**config.mk**
```make
export PLATFORM = sky130hd
export DESIGN_NAME = store_write_buffer
export DESIGN_NICKNAME = d
export VERILOG_FILES = /design/src/rtl/store_write_buffer_pkg.sv /design/src/rtl/store_fwd_match.sv /design/src/rtl/store_write_buffer.sv
export SDC_FILE = /design/constraint.sdc
export NUM_CORES = 1
export LEC_CHECK = 0
export CAP_MARGIN = 0
export CORE_MARGIN = 1
export CORE_UTILIZATION = 50
export CTS_CLUSTER_SIZE = 25
export DETAILED_ROUTE_END_ITERATION = 7
export GPL_TIMING_DRIVEN = 0
export PLACE_DENSITY = 0.73
export SLEW_MARGIN = 20
export SYNTH_ARGS = -nofsm -noshare
export SYNTH_HDL_FRONTEND = slang
export SYNTH_HIERARCHICAL = 1
export SYNTH_SLANG_ARGS = --single-unit
```
**constraint.sdc**
```tcl
create_clock -name clk -period 7.9 [get_ports clk]
set_clock_uncertainty 0.05 [all_clocks]
set_input_delay 2.37 -clock clk [delete_from_list [all_inputs] [get_ports clk]]
set_output_delay 2.37 -clock clk [all_outputs]
set_load 0.02 [all_outputs]
```
**src/rtl/store_write_buffer_pkg.sv**
```systemverilog
// Shared widths and entry layout for the posted-store write buffer.
// Entries hold a word address (byte offset dropped) plus one data word.
package store_write_buffer_pkg;

  localparam int STORE_ADDR_W    = 32;
  localparam int STORE_DATA_W    = 32;
  localparam int STORE_BUF_DEPTH = 4;
  localparam int STORE_WADDR_W   = STORE_ADDR_W - 2;

  typedef struct packed {
    logic [STORE_WADDR_W-1:0] word_addr;
    logic [STORE_DATA_W-1:0]  data;
  } store_entry_t;

  localparam int STORE_ENTRY_W = $bits(store_entry_t);

endpackage

```
**src/rtl/store_fwd_match.sv**
```systemverilog
// Age-ordered lookup of pending stores: combinational, youngest matching entry wins.
// Validity comes from rd_ptr/count, so only registered queue state is searched.
module store_fwd_match
  import store_write_buffer_pkg::*;
#(
  parameter int DEPTH  = STORE_BUF_DEPTH,
  parameter int WA_W   = STORE_WADDR_W,
  parameter int DATA_W = STORE_DATA_W,
  parameter int PTR_W  = $clog2(DEPTH),
  parameter int CNT_W  = PTR_W + 1
) (
  input  logic              rd_en,
  input  logic [WA_W-1:0]   rd_word_addr,
  input  logic [PTR_W-1:0]  rd_ptr,
  input  logic [CNT_W-1:0]  count,
  input  logic [WA_W-1:0]   ent_addr [DEPTH],
  input  logic [DATA_W-1:0] ent_data [DEPTH],
  output logic              hit,
  output logic [DATA_W-1:0] data
);

  logic [PTR_W-1:0] slot;

  // Walk oldest to youngest so a later match overrides an earlier one.
  always_comb begin
    hit  = 1'b0;
    data = '0;
    slot = '0;
    for (int i = 0; i < DEPTH; i++) begin
      slot = rd_ptr + PTR_W'(i);
      if (rd_en && (CNT_W'(i) < count) && (ent_addr[slot] == rd_word_addr)) begin
        hit  = 1'b1;
        data = ent_data[slot];
      end
    end
  end

endmodule

```
**src/rtl/store_write_buffer.sv**
```systemverilog
// Posted-store FIFO between MEM-stage stores and the memory write port, with load forwarding.
// Stores reach mem_* one cycle after acceptance; stall is raised while full, mem_* holds under !mem_ready.
module store_write_buffer
  import store_write_buffer_pkg::*;
#(
  parameter int DEPTH  = STORE_BUF_DEPTH,
  parameter int ADDR_W = STORE_ADDR_W,
  parameter int DATA_W = STORE_DATA_W
) (
  input  logic                     clk,
  input  logic                     rst_n,
  input  logic                     memwrite,
  input  logic [ADDR_W-1:0]        dataadr,
  input  logic [DATA_W-1:0]        writedata,
  output logic                     stall,
  input  logic                     rd_en,
  input  logic [ADDR_W-1:0]        rd_addr,
  output logic                     fwd_hit,
  output logic [DATA_W-1:0]        fwd_data,
  output logic                     mem_valid,
  output logic [ADDR_W-1:0]        mem_addr,
  output logic [DATA_W-1:0]        mem_wdata,
  input  logic                     mem_ready,
  output logic                     empty,
  output logic [$clog2(DEPTH):0]   count,
  output logic                     overflow
);

  localparam int PTR_W = $clog2(DEPTH);
  localparam int CNT_W = PTR_W + 1;
  localparam int WA_W  = ADDR_W - 2;

  logic [WA_W-1:0]   ent_addr [DEPTH];
  logic [DATA_W-1:0] ent_data [DEPTH];
  logic [PTR_W-1:0]  wr_ptr;
  logic [PTR_W-1:0]  rd_ptr;
  logic              full;
  logic              enq;
  logic              deq;

  // Byte-offset bits of word addresses carry no information here.
  logic unused_byte_bits;
  assign unused_byte_bits = ^{dataadr[1:0], rd_addr[1:0]};

  // A full buffer rejects the store even if the head drains this cycle.
  assign full      = (count == CNT_W'(DEPTH));
  assign enq       = memwrite && !full;
  assign deq       = mem_valid && mem_ready;
  assign stall     = full;
  assign empty     = (count == '0);
  assign mem_valid = (count != '0);
  assign mem_addr  = {ent_addr[rd_ptr], 2'b00};
  assign mem_wdata = ent_data[rd_ptr];

  always_ff @(posedge clk) begin
    if (enq) begin
      ent_addr[wr_ptr] <= dataadr[ADDR_W-1:2];
      ent_data[wr_ptr] <= writedata;
    end
  end

  always_ff @(posedge clk or negedge rst_n) begin
    if (!rst_n) begin
      wr_ptr   <= '0;
      rd_ptr   <= '0;
      count    <= '0;
      overflow <= 1'b0;
    end else begin
      if (enq) wr_ptr <= wr_ptr + PTR_W'(1);
      if (deq) rd_ptr <= rd_ptr + PTR_W'(1);
      case ({enq, deq})
        2'b10:   count <= count + CNT_W'(1);
        2'b01:   count <= count - CNT_W'(1);
        default: count <= count;
      endcase
      if (memwrite && full) overflow <= 1'b1;
    end
  end

  store_fwd_match #(
    .DEPTH  (DEPTH),
    .WA_W   (WA_W),
    .DATA_W (DATA_W),
    .PTR_W  (PTR_W),
    .CNT_W  (CNT_W)
  ) u_fwd (
    .rd_en        (rd_en),
    .rd_word_addr (rd_addr[ADDR_W-1:2]),
    .rd_ptr       (rd_ptr),
    .count        (count),
    .ent_addr     (ent_addr),
    .ent_data     (ent_data),
    .hit          (fwd_hit),
    .data         (fwd_data)
  );

endmodule

```
==> flow_summary.json <==
{
  "clk_latency_ps": 570,
  "mostFrequentLayoutCells": "edfxtp_1, mux2i_1, clkdlybuf4s50_1, nand2_1, mux4_2",
  "slew_violations": 0,
  "synth_largest_area_cell": "edfxtp_1",
  "synth_cells": 1386,
  "cts_buffers": 29,
  "synth_top_family_by_area": "multiplexers",
  "area_growth_pct": 20.5,
  "synthAdderAreaFrac_pct": 0.460,
  "wire_per_inst_um": 30.8,
  "vias_per_cell": 6.84,
  "endpoint_kind": "output pin",
  "yosysUniqueCellTypes": 83,
  "crit_fanout": 10,
  "gr-total-overflow": 0,
  "core_um2": 35400,
  "yosys_warnings": 6,
  "cpPeakStageDelay_ps": 460,
  "worstPathRequired_ps": 5480,
  "grt_pass1_wl_um": 94200,
  "power_mw": 8.77,
  "clk_path_buf_depth": 3,
  "ant_nets": 0,
  "globalplace.congestion": 1.00,
  "p_leak_nw": 7.81,
  "register_area_um2": 7650,
  "hp-class": "reg -> reg",
  "violations": "DRC",
  "seq_area_frac_synth_pct": 42.6,
  "synthFlopType": "edfxtp_1",
  "grt_setup_unrepaired": "no",
  "fmax_mhz": 127,
  "cts_hold_buf": 0,
  "die_w_um": 191,
  "firstDrtPassIters": 8,
  "synth-edff-count": 248,
  "grt_start_max_net_pins": 39,
  "whs_ps": 418,
  "nets": 1714,
  "max-slew-margin-rel_pct": 29.9,
  "cp_num_buf_inv": 4,
  "period_needed_ps": 7880,
  "synth-seq-cells": 256,
  "worstPathCellList": "clkbuf_2 -> xnor2_1 -> nand4_1 -> a2111o_1 -> a2111oi_4 -> nand4_4 -> nand2_4 -> buf_4 -> buf_8 -> a2111oi_2 -> o31a_1 -> clkdlybuf4s15_1",
  "die_h_um": 191,
  "start_util_pct": 50.7,
  "path_delay_family": "compound AO/OA/AOI/OAI gates",
  "synth.top_cells.by_area": "edfxtp_1, mux4_2, mux2i_1",
  "h-tree-depth": 1,
  "drt_iter0_markers": 1855,
  "io_pins": 205,
  "synthMuxAreaShare_pct": 27.2,
  "synth_xor_area_share_pct": 4.88,
  "grt_pass1_vias": 14000,
  "peakVddDrop_mv": 0.371,
  "cts_tree": "yes",
  "rows": 69,
  "final_common_cell": "edfxtp_1",
  "p_per_area_nw_per_um2": 406,
  "timing.final.hold_violations": 0,
  "vias": 14300,
  "critPathLaunchType": "input pin",
  "netlist_area_um2": 17900,
  "outcome": "complete, but fails checks",
  "multi_input_area_um2": 9530,
  "antenna_found_initial": 1,
  "nFillCells": 2844,
  "crit_slowest_cell": "a2111oi_4",
  "synth-simple-area-share_pct": 8.48,
  "portBuffers": 174,
  "finalSetupViolCount": 0,
  "root_buffer": "clkbuf_16",
  "worst-setup-path-type": "in -> out",
  "worst_pin_slew_ps": 1050,
  "die-area_um2": 36600,
  "cp.arrival_ps": 5460,
  "async_flop_share_pct": 3.13,
  "drv_cap": 0,
  "timing.final.crit_share_pct": 99.7,
  "final_layout_size_suffix_gt1_share_pct": 24.1,
  "grt_use_total_pct": 35.2,
  "drc_errors": 2,
  "hpwl_um": 47000,
  "routed_wl_um": 64500,
  "cts_sinks": 256,
  "yosysTopAreaCellShare_pct": 41.5,
  "synth_compound_area_share_pct": 11.1,
  "syn_area_per_cell_um2": 12.9,
  "clkTransAtPathRegs_ps": 60
}
-- path summary, 6_finish.rpt --
kind / startpoint / to / slack, ps / cells after the start
setup / recovery: rd_addr[21] / fwd_data[26] / 20 / 12
hold / removal: overflow$_DFFE_PN0P_ / overflow$_DFFE_PN0P_ / 420 / 1
setup reg to reg: count[2]$_DFFE_PN0P_ / count[2]$_DFFE_PN0P_ / 5690 / 9
hold reg to reg: overflow$_DFFE_PN0P_ / overflow$_DFFE_PN0P_ / 420 / 1
max in group asynchronous: rst_n / count[0]$_DFFE_PN0P_ / 5490 / 1
min in group asynchronous: rst_n / wr_ptr[0]$_DFFE_PN0P_ / 2040 / 1
-- stage by stage --
stage / instances / TNS, ps / instance area, µm² / setup slack (ps) / util [%]
global route: 2092 / 0 / 21600 / 1.52 / 61.1
global placement: 2022 / -38370 / 20300 / -1240 / 57.2
detailed placement: 2026 / -36500 / 20400 / -1170 / 57.6
CTS: 2090 / -13.5 / 21600 / -13.5 / 61.1
finish: 2093 / 0 / 21600 / 21.3 / 61.1
floorplan: 1387 / 0 / 17900 / 691 / -
-- logic make-up (layout without fill, tap and decap cells) --
logic type      count (synthesis)  count (layout)
buf+inv                       144             387
fa+ha+maj                       6               6
compound gates                241             241
mux                           336             336
flops                         256             256
xor+xnor                      100             100
other cells                     1               4
simple gates                  302             302
-- cell type report --
cell class                      instances  area share (%)
Inverter                               13           0.232
Multi-Input combinational cell        987            44.1
Timing Repair Buffer                  189            8.40
Clock inverter                         23            1.47
Antenna cell                            2          0.0232
Sequential cell                       256            35.4
Tap cell                              461            2.67
Clock buffer                           31            3.39
Buffer                                131            4.36
-- Yosys cell counts (5+ instances only) --
| cell | instances |
|---|---|
| a211oi_1 | 48 |
| edfxtp_1 | 248 |
| inv_1 | 12 |
| a211o_1 | 5 |
| nor2_1 | 68 |
| buf_6 | 20 |
| mux4_2 | 110 |
| a2111oi_0 | 10 |
| buf_12 | 10 |
| nand2b_1 | 8 |
| nand2_1 | 113 |
| buf_1 | 8 |
| a2111oi_2 | 29 |
| xor2_1 | 37 |
| buf_4 | 9 |
| o211ai_1 | 5 |
| a221oi_1 | 5 |
| o31a_1 | 31 |
| mux4_1 | 5 |
| buf_2 | 30 |
| nand4_1 | 11 |
| o2111ai_1 | 6 |
| o21ai_0 | 40 |
| nor4_1 | 8 |
| mux2i_1 | 184 |
| mux2_2 | 34 |
| ha_1 | 5 |
| a21oi_1 | 15 |
| dfrtp_1 | 8 |
| nand3_1 | 10 |
| xnor2_1 | 63 |
| o22ai_1 | 11 |
| nor2b_1 | 21 |
| and2_1 | 6 |
| clkbuf_1 | 51 |
| and3_1 | 32 |
-- sequential cells by signal (all words and copies together), names as in the netlist --
register,cells
ent_data,128
ent_addr,120
count,3
rd_ptr,2
wr_ptr,2
overflow,1
-- worst reg2reg max path, stage by stage (launching register included) --
cell,delay (ps)
dfrtp_1,540
nor3b_4,330
nor2b_4,110
inv_1,70
ha_1,190
inv_1,70
fa_1,370
xor2_1,150
nor2_1,110
xor2_1,150
-- timing repair --
item / CTS / global route
hold endpoints to repair: 0 / 0
setup buffers: 10 / 1
gates resized for setup: 91 / 73
endpoints found under the setup margin: 33 / 33
pin swaps: 8 / 8
-- power by group --
group	total [mW]	switching (mW)	internal, mW
sequential	2.03	0.214	1.81
combinational	5.27	3.10	2.17
clock	1.48	0.577	0.904
-- metal layers --
| metal | wire, µm | vias to the layer above | track usage (%) |
|---|---|---|---|
| li1 | - | 5953 | - |
| met1 | 27400 | 7199 | 52.2 |
| met2 | 27800 | 997 | 51.4 |
| met3 | 6960 | 160 | 7.49 |
| met4 | 2380 | 0 | 11.1 |
| met5 | 0 | - | 0 |
(Power assumes the default switching activity.)
